<file path="config.mk">
export PLATFORM = sky130hd
export DESIGN_NAME = norm_seq_ctrl_flat
export DESIGN_NICKNAME = d
export VERILOG_FILES = /design/src/rtl/norm_seq_ctrl_pkg.sv /design/src/rtl/norm_seq_ctrl_if.sv /design/src/rtl/norm_seq_ctrl_lzc.sv /design/src/rtl/norm_seq_ctrl.sv /design/src/flat_wrapper.sv
export SDC_FILE = /design/constraint.sdc
export NUM_CORES = 1
export LEC_CHECK = 0
export CAP_MARGIN = 5
export CORE_MARGIN = 2
export CORE_UTILIZATION = 59
export DETAILED_ROUTE_END_ITERATION = 10
export PLACE_DENSITY = 0.87
export SLEW_MARGIN = 0
export SYNTH_ARGS = -nofsm -noshare
export SYNTH_HDL_FRONTEND = slang
export SYNTH_SLANG_ARGS = --single-unit
</file>
<file path="constraint.sdc">
create_clock -name clk -period 5.6 [get_ports clk]
set_clock_uncertainty 0.05 [all_clocks]
set_input_delay 1.4 -clock clk [delete_from_list [all_inputs] [get_ports clk]]
set_output_delay 1.4 -clock clk [all_outputs]
set_load 0.02 [all_outputs]
</file>
<file path="src/rtl/norm_seq_ctrl_pkg.sv">
// -----------------------------------------------------------------------------
// norm_pkg : shared types and constants for the sequential normalization
// controller (norm_seq_ctrl).
//   normState_t  : controller FSM states IDLE/COUNT/SHIFT/HOLD
//   MANT_W       : mantissa width (64)
//   LZ_W         : leading-zero count / shift amount width (8)
//   DEF_EXP_W    : default exponent width used by the result record
//   normResult_t : one normalized result {mant, exp, zero, uflow}
//   stepOf()     : per-cycle shift amount, min(remaining, maxStep)
// -----------------------------------------------------------------------------
package norm_pkg;

  localparam int MANT_W    = 64;
  localparam int LZ_W      = 8;
  localparam int DEF_EXP_W = 11;

  typedef enum logic [1:0] {
    IDLE  = 2'd0,
    COUNT = 2'd1,
    SHIFT = 2'd2,
    HOLD  = 2'd3
  } normState_t;

  typedef struct packed {
    logic [MANT_W-1:0]    mant;
    logic [DEF_EXP_W-1:0] exp;
    logic                 zero;
    logic                 uflow;
  } normResult_t;

  // Shift applied in one SHIFT cycle: never more than what is still owed.
  function automatic logic [LZ_W-1:0] stepOf(input logic [LZ_W-1:0] remaining,
                                             input int unsigned      maxStep);
    if (32'(remaining) < maxStep) begin
      return remaining;
    end
    return LZ_W'(maxStep);
  endfunction

endpackage

</file>
<file path="src/rtl/norm_seq_ctrl_if.sv">
// -----------------------------------------------------------------------------
// norm_seq_ctrl_if : valid/ready bus between the ALU result stage (master),
// the normalization controller (slave) and the packer.
//   in_valid/in_ready/in_mant/in_exp          : operand handshake
//   out_valid/out_ready/out_mant/out_exp/
//   out_zero/out_uflow                        : result handshake
//   busy                                      : controller not idle
// Parameter EXP_W must match the controller's EXP_W.
// -----------------------------------------------------------------------------
interface norm_seq_ctrl_if #(parameter int EXP_W = 11);
  import norm_pkg::*;

  logic              in_valid;
  logic              in_ready;
  logic [MANT_W-1:0] in_mant;
  logic [EXP_W-1:0]  in_exp;
  logic              out_valid;
  logic              out_ready;
  logic [MANT_W-1:0] out_mant;
  logic [EXP_W-1:0]  out_exp;
  logic              out_zero;
  logic              out_uflow;
  logic              busy;

  modport master (
    output in_valid, in_mant, in_exp, out_ready,
    input  in_ready, out_valid, out_mant, out_exp, out_zero, out_uflow, busy
  );

  modport slave (
    input  in_valid, in_mant, in_exp, out_ready,
    output in_ready, out_valid, out_mant, out_exp, out_zero, out_uflow, busy
  );

endinterface

</file>
<file path="src/rtl/norm_seq_ctrl_lzc.sv">
// -----------------------------------------------------------------------------
// norm_seq_ctrl_lzc : combinational 64-bit leading-zero counter.
//   mant : input word
//   lz   : number of zeros above the most significant one; 0 for an all-zero
//          input (the caller must detect zero separately)
// -----------------------------------------------------------------------------
module norm_seq_ctrl_lzc
  import norm_pkg::*;
(
  input  logic [MANT_W-1:0] mant,
  output logic [LZ_W-1:0]   lz
);

  // Scan upward; the highest set bit is written last and therefore wins.
  always_comb begin
    lz = '0;
    for (int i = 0; i < MANT_W; i++) begin
      if (mant[i]) begin
        lz = LZ_W'(MANT_W - 1 - i);
      end
    end
  end

endmodule

</file>
<file path="src/rtl/norm_seq_ctrl.sv">
// -----------------------------------------------------------------------------
// norm_seq_ctrl : sequential normalization controller for the 64-bit mantissa
// path. Accepts {mantissa, exponent}, counts leading zeros, shifts left at most
// SHIFT_STEP bits per cycle until bit 63 is set, lowers the exponent by the
// applied shift and flags zero / exponent underflow.
//   clk, rst_n : clock, asynchronous active-low reset
//   bus        : norm_seq_ctrl_if.slave (operand and result handshakes, busy)
// Parameters : EXP_W (exponent width), SHIFT_STEP (power of 2, 1..64)
// Build option: NORM_DENORM_EN -- when defined, an exponent too small for the
//   full shift limits the shift to the exponent (gradual underflow, denormal
//   result, no uflow flag); otherwise the mantissa is always fully normalized
//   and the exponent clamps at 0 with uflow raised.
// -----------------------------------------------------------------------------
module norm_seq_ctrl
  import norm_pkg::*;
#(
  parameter int EXP_W      = 11,
  parameter int SHIFT_STEP = 16
) (
  input  logic           clk,
  input  logic           rst_n,
  norm_seq_ctrl_if.slave bus
);

  normState_t        stateReg, stateNext;
  logic [MANT_W-1:0] mantReg;
  logic [EXP_W-1:0]  expReg;
  logic              zeroReg;
  logic              uflowReg;
  logic [LZ_W-1:0]   remReg;
  logic [LZ_W-1:0]   lzReg;
  logic              lzDoneReg;

  logic [LZ_W-1:0]   lzcOut;
  logic              mantZero;
  logic              expUnder;
  logic [LZ_W-1:0]   eff;
  logic [EXP_W-1:0]  expAfter;
  logic              uflowAfter;
  logic [LZ_W-1:0]   step;
  logic [LZ_W-1:0]   remAfter;

  norm_seq_ctrl_lzc uLzc (
    .mant (mantReg),
    .lz   (lzcOut)
  );

  // ---------------------------------------------------------------------------
  // Datapath helpers
  // ---------------------------------------------------------------------------
  assign mantZero = (mantReg == '0);
  assign expUnder = (32'(lzReg) > 32'(expReg));
  assign step     = stepOf(remReg, SHIFT_STEP);
  assign remAfter = remReg - step;

  always_comb begin
    eff        = lzReg;
    expAfter   = expReg - EXP_W'(lzReg);
    uflowAfter = 1'b0;
    if (expUnder) begin
      expAfter = '0;
`ifdef NORM_DENORM_EN
      // Shift only as far as the exponent allows; expReg < lzReg fits LZ_W.
      eff        = LZ_W'(expReg);
      uflowAfter = 1'b0;
`else
      eff        = lzReg;
      uflowAfter = 1'b1;
`endif
    end
  end

  // ---------------------------------------------------------------------------
  // FSM: state register
  // ---------------------------------------------------------------------------
  always_ff @(posedge clk or negedge rst_n) begin
    if (!rst_n) begin
      stateReg <= IDLE;
    end else begin
      stateReg <= stateNext;
    end
  end

  // ---------------------------------------------------------------------------
  // FSM: next state
  // COUNT takes two cycles: the first registers the counter result, the
  // second acts on it.
  // ---------------------------------------------------------------------------
  always_comb begin
    stateNext = stateReg;
    unique case (stateReg)
      IDLE: begin
        if (bus.in_valid) begin
          stateNext = COUNT;
        end
      end
      COUNT: begin
        if (lzDoneReg) begin
          if (mantZero || (eff == '0)) begin
            stateNext = HOLD;
          end else begin
            stateNext = SHIFT;
          end
        end
      end
      SHIFT: begin
        if (remAfter == '0) begin
          stateNext = HOLD;
        end
      end
      HOLD: begin
        if (bus.out_ready) begin
          stateNext = IDLE;
        end
      end
      default: stateNext = IDLE;
    endcase
  end

  // ---------------------------------------------------------------------------
  // FSM: outputs
  // ---------------------------------------------------------------------------
  always_comb begin
    bus.in_ready  = (stateReg == IDLE);
    bus.out_valid = (stateReg == HOLD);
    bus.busy      = (stateReg != IDLE);
  end

  assign bus.out_mant  = mantReg;
  assign bus.out_exp   = expReg;
  assign bus.out_zero  = zeroReg;
  assign bus.out_uflow = uflowReg;

  // ---------------------------------------------------------------------------
  // Datapath registers
  // ---------------------------------------------------------------------------
  always_ff @(posedge clk or negedge rst_n) begin
    if (!rst_n) begin
      mantReg   <= '0;
      expReg    <= '0;
      zeroReg   <= 1'b0;
      uflowReg  <= 1'b0;
      remReg    <= '0;
      lzReg     <= '0;
      lzDoneReg <= 1'b0;
    end else begin
      unique case (stateReg)
        IDLE: begin
          if (bus.in_valid) begin
            mantReg   <= bus.in_mant;
            expReg    <= bus.in_exp;
            zeroReg   <= 1'b0;
            uflowReg  <= 1'b0;
            remReg    <= '0;
            lzDoneReg <= 1'b0;
          end
        end
        COUNT: begin
          if (!lzDoneReg) begin
            lzReg     <= lzcOut;
            lzDoneReg <= 1'b1;
          end else if (mantZero) begin
            // Counter reports 0 for zero input; flag it here instead.
            zeroReg <= 1'b1;
            mantReg <= '0;
            expReg  <= '0;
          end else begin
            expReg   <= expAfter;
            uflowReg <= uflowAfter;
            remReg   <= eff;
          end
        end
        SHIFT: begin
          mantReg <= mantReg << step;
          remReg  <= remAfter;
        end
        HOLD: begin
        end
        default: begin
        end
      endcase
    end
  end

endmodule

</file>
<file path="src/flat_wrapper.sv">
// flat-port wrapper written by rule: the top's interface ports become plain ports
module norm_seq_ctrl_flat import norm_pkg::*;
#(
  parameter int EXP_W      = 11,
  parameter int SHIFT_STEP = 16
)
  (clk, rst_n, bus_in_valid, bus_in_mant, bus_in_exp, bus_out_ready, bus_in_ready, bus_out_valid, bus_out_mant, bus_out_exp, bus_out_zero, bus_out_uflow, bus_busy);
  norm_seq_ctrl_if #(.EXP_W(EXP_W)) bus_i ();
  input  logic clk;
  input  logic rst_n;
  input wire logic [$bits(bus_i.in_valid)-1:0] bus_in_valid;
  input wire logic [$bits(bus_i.in_mant)-1:0] bus_in_mant;
  input wire logic [$bits(bus_i.in_exp)-1:0] bus_in_exp;
  input wire logic [$bits(bus_i.out_ready)-1:0] bus_out_ready;
  output wire logic [$bits(bus_i.in_ready)-1:0] bus_in_ready;
  output wire logic [$bits(bus_i.out_valid)-1:0] bus_out_valid;
  output wire logic [$bits(bus_i.out_mant)-1:0] bus_out_mant;
  output wire logic [$bits(bus_i.out_exp)-1:0] bus_out_exp;
  output wire logic [$bits(bus_i.out_zero)-1:0] bus_out_zero;
  output wire logic [$bits(bus_i.out_uflow)-1:0] bus_out_uflow;
  output wire logic [$bits(bus_i.busy)-1:0] bus_busy;
  assign bus_i.in_valid = bus_in_valid;
  assign bus_i.in_mant = bus_in_mant;
  assign bus_i.in_exp = bus_in_exp;
  assign bus_i.out_ready = bus_out_ready;
  assign bus_in_ready = bus_i.in_ready;
  assign bus_out_valid = bus_i.out_valid;
  assign bus_out_mant = bus_i.out_mant;
  assign bus_out_exp = bus_i.out_exp;
  assign bus_out_zero = bus_i.out_zero;
  assign bus_out_uflow = bus_i.out_uflow;
  assign bus_busy = bus_i.busy;
  norm_seq_ctrl #(.EXP_W(EXP_W), .SHIFT_STEP(SHIFT_STEP)) u_core (.clk(clk), .rst_n(rst_n), .bus(bus_i));
endmodule
</file>
==> metrics.cfg <==
[synth]
async_flop_share_pct = 100
synth_top_flop_cell = dfrtp_1
synth_area_um2 = 9590
synth-seq-cells = 94
synth_warnings = 0
yosysSeqAreaShare_pct = 24.5
syn_inst = 1264
synth_edf_count = 0
syn_area_per_cell_um2 = 7.59
synth_cell_types = 82
syn_nets = 1355

[place]
dp_worst_setup_slack_ps = 1540
dpl.hpwl_mm = 28.2
gp_congestion = 0.989
port_buffers = 158

[detailed_routing]
drt_iter0_drc = 2140
vias_per_cell = 7.50
drc_errors = 0
dr_total_vias = 11600
dr.pass1.iters = 7
routed_wl_mm = 40.7
drtAntennaViolNets = 0
wire_per_inst_um = 26.2

[floorplan]
io_pins = 159
dieHeight_um = 132
die-area_um2 = 17300
die_w_um = 132
floorplan.rows = 46
core-area_um2 = 15900
start_util_pct = 60.4

[setup_path]
critPathLaunch = u_core.remReg[7]
crit_type = reg2reg
critical_path_arrival_ps = 4100
rr_endpoint = u_core.bus.out_mant[44]
end_kind = register
ff2ff_path_depth = 7
reg2reg_from = u_core.remReg[7]
cp-start-kind = register
required_ps = 5810
endpoint = u_core.bus.out_mant[44]
cp_max_fo = 39
reg2reg_slack_ps = 1700

[sta]
finalHoldViolations = 0
fin_ws_ps = 1700
maxSlewHeadroom_pct = 27.5
clock.fmax_mhz = 257
grt_setup_unrepaired = no
worst_slew_pin_slew_ps = 1090
tns_ps = 0
period_share_pct = 69.6
setup_viol = 0
fin_crit_ps = 3900
slew_viol_final = 0

[global_routing]
grt_pass1_wl_mm = 62.0
gr-total-overflow = 0
grt_use_total_pct = 45.6
grt_max_degree = 59
grt_pass1_vias = 10800
antenna_found_initial = 0

[cts]
cts_hold_buf = 0
cts_tree = done
cts-root-buf = clkbuf_16
cts_setup_buffers = 0
cts_resized = 0
cts_made_buffers = 9
clk_pin_slew_worst_paths_ps = 80
clockBufferDepth = 2
htree_levels = 3
cts.sinks = 94
clock_latency_ps = 370

[cells_and_area]
fillCellCount = 1339
final_layout_size_suffix_gt1_share_pct = 8.09
diodes = 0
synthToLayoutAreaGrowth_pct = 18.9
final_nets = 1421

[run_status]
outcome = complete, no violations

[run]
max_cap_violations = 0

[worst_hold_path]
hp-class = reg2reg

==> layout make-up <==
| cell class | count | area [um^2] | share of cell area (%) |
|---|---|---|---|
| timing repair buffer | 191 | 1830 | 16.0 |
| sequential | 94 | 2350 | 20.6 |
| tap | 216 | 270 | 2.37 |
| clock buffer | 10 | 229 | 2.01 |
| inverter | 38 | 143 | 1.25 |
| clock inverter | 6 | 67.6 | 0.592 |
| multi-input combinational | 996 | 6510 | 57.1 |
==> layer usage <==
metal | track usage [%] | part of all wire (%) | vias to the layer above
met5 | 0 | 0 | -
met4 | 19.7 | 5.1 | 0
li1 | - | - | 4921
met3 | 17.9 | 17 | 212
met2 | 63.4 | 40 | 1077
met1 | 62.6 | 38 | 5415
==> synth_stat cells (all sizes together), types with 11 or more instances <==
master / instances / area (um^2)
clkbuf: 79 / 297
o211ai: 27 / 203
a2111oi: 28 / 297
buf: 57 / 319
a211oi: 14 / 105
nor3: 22 / 115
a21oi: 73 / 369
nand2: 121 / 459
and3: 14 / 87.6
nor4: 26 / 294
o31ai: 13 / 97.6
inv: 37 / 139
a22oi: 21 / 158
o21ai: 106 / 534
nor2b: 38 / 238
dfrtp: 94 / 2350
ha: 11 / 138
a31oi: 47 / 294
mux2i: 52 / 521
a221oi: 18 / 158
nor2: 121 / 477
nand3: 65 / 325
nand2b: 11 / 68.8
o22ai: 14 / 87.6
==> metrics by stage <==
stage                     std cells  hold WS [ps]  util (%)  instance area, um^2
after global routing           1551           484      71.8                11400
after CTS                      1551           455      71.8                11400
after detailed placement       1535           437      69.9                11100
after floorplan                1264           416         -                 9590
after global placement         1535           445      69.9                11100
final                          1551           453      71.8                11400
==> flip-flops by register name, summed over array words and instances (netlist names) <==
| register | flops |
|---|---|
| u_core.eff | 6 |
| u_core.lzDoneReg | 1 |
| u_core.stateReg | 2 |
| u_core.bus.out_mant | 64 |
| u_core.remReg | 8 |
| u_core.bus.out_zero | 1 |
| u_core.bus.out_uflow | 1 |
| u_core.bus.out_exp | 11 |
==> cell usage in the layout (no fill, tap or decap), types with 7 or more instances in the layout <==
master           synthesis  layout
nor4_1                  12      12
a211oi_1                14      14
nand2b_1                11      11
o21ai_0                 94      94
buf_4                   10      34
nor3_1                  21      21
o221ai_1                 7       7
nand2_1                119     119
clkbuf_16                0       9
o31ai_1                 13      13
mux4_2                   7       7
o22ai_1                 14      14
o211ai_1                27      27
a2111oi_0               19      19
nor2_1                 118     117
dfrtp_1                 94      93
nand3_1                 65      65
a31oi_1                 47      47
nor2b_1                 38      37
ha_1                    11      11
a21boi_0                 9       9
mux2i_1                 52      52
a22oi_1                 21      21
o2111a_1                 7       7
a2111oi_2                8       8
nor4_2                   9       8
a221o_1                  8       8
a311oi_1                 8       8
inv_1                   35      35
o21ai_1                 11      11
clkdlybuf4s50_1          0     157
a221oi_1                18      18
and3_1                  14      14
a21oi_1                 72      72
a32oi_1                 10      10
mux2_2                  10      10
==> how the worst min path moves through the flow <==
stage                     slack, ps             endpoint  depth (start not counted)           startpoint
after CTS                       450  u_core.bus.out_zero                          2  u_core.bus.out_zero
after floorplan                 420        u_core.eff[5]                          2        u_core.eff[5]
after global routing            480  u_core.bus.out_zero                          2  u_core.bus.out_zero
final                           450  u_core.bus.out_zero                          2  u_core.bus.out_zero
after detailed placement        440  u_core.bus.out_zero                          2  u_core.bus.out_zero
after global placement          440  u_core.bus.out_zero                          2  u_core.bus.out_zero
==> cell families after synthesis <==
logic type | synth area share, %
multiplexers | 8.24
buffers and inverters | 7.90
AND/OR/NAND/NOR | 23.3
other | 0.0391
adder cells (fa/ha/maj) | 1.64
flip-flops | 24.5
AO/OA/AOI/OAI | 34.0
XOR/XNOR | 0.365
==> critical path, stage by stage, from the launching register on <==
cell and delay [ps]:
dfrtp_1 620, or4_2 850, buf_4 380, nor2_4 400
mux4_2 570, mux2i_1 360, o221ai_1 200, a221o_1 350
Power is left out: the tool's default activity adds up to more than one toggle a clock period on the data nets, which glitch-free logic cannot reach.
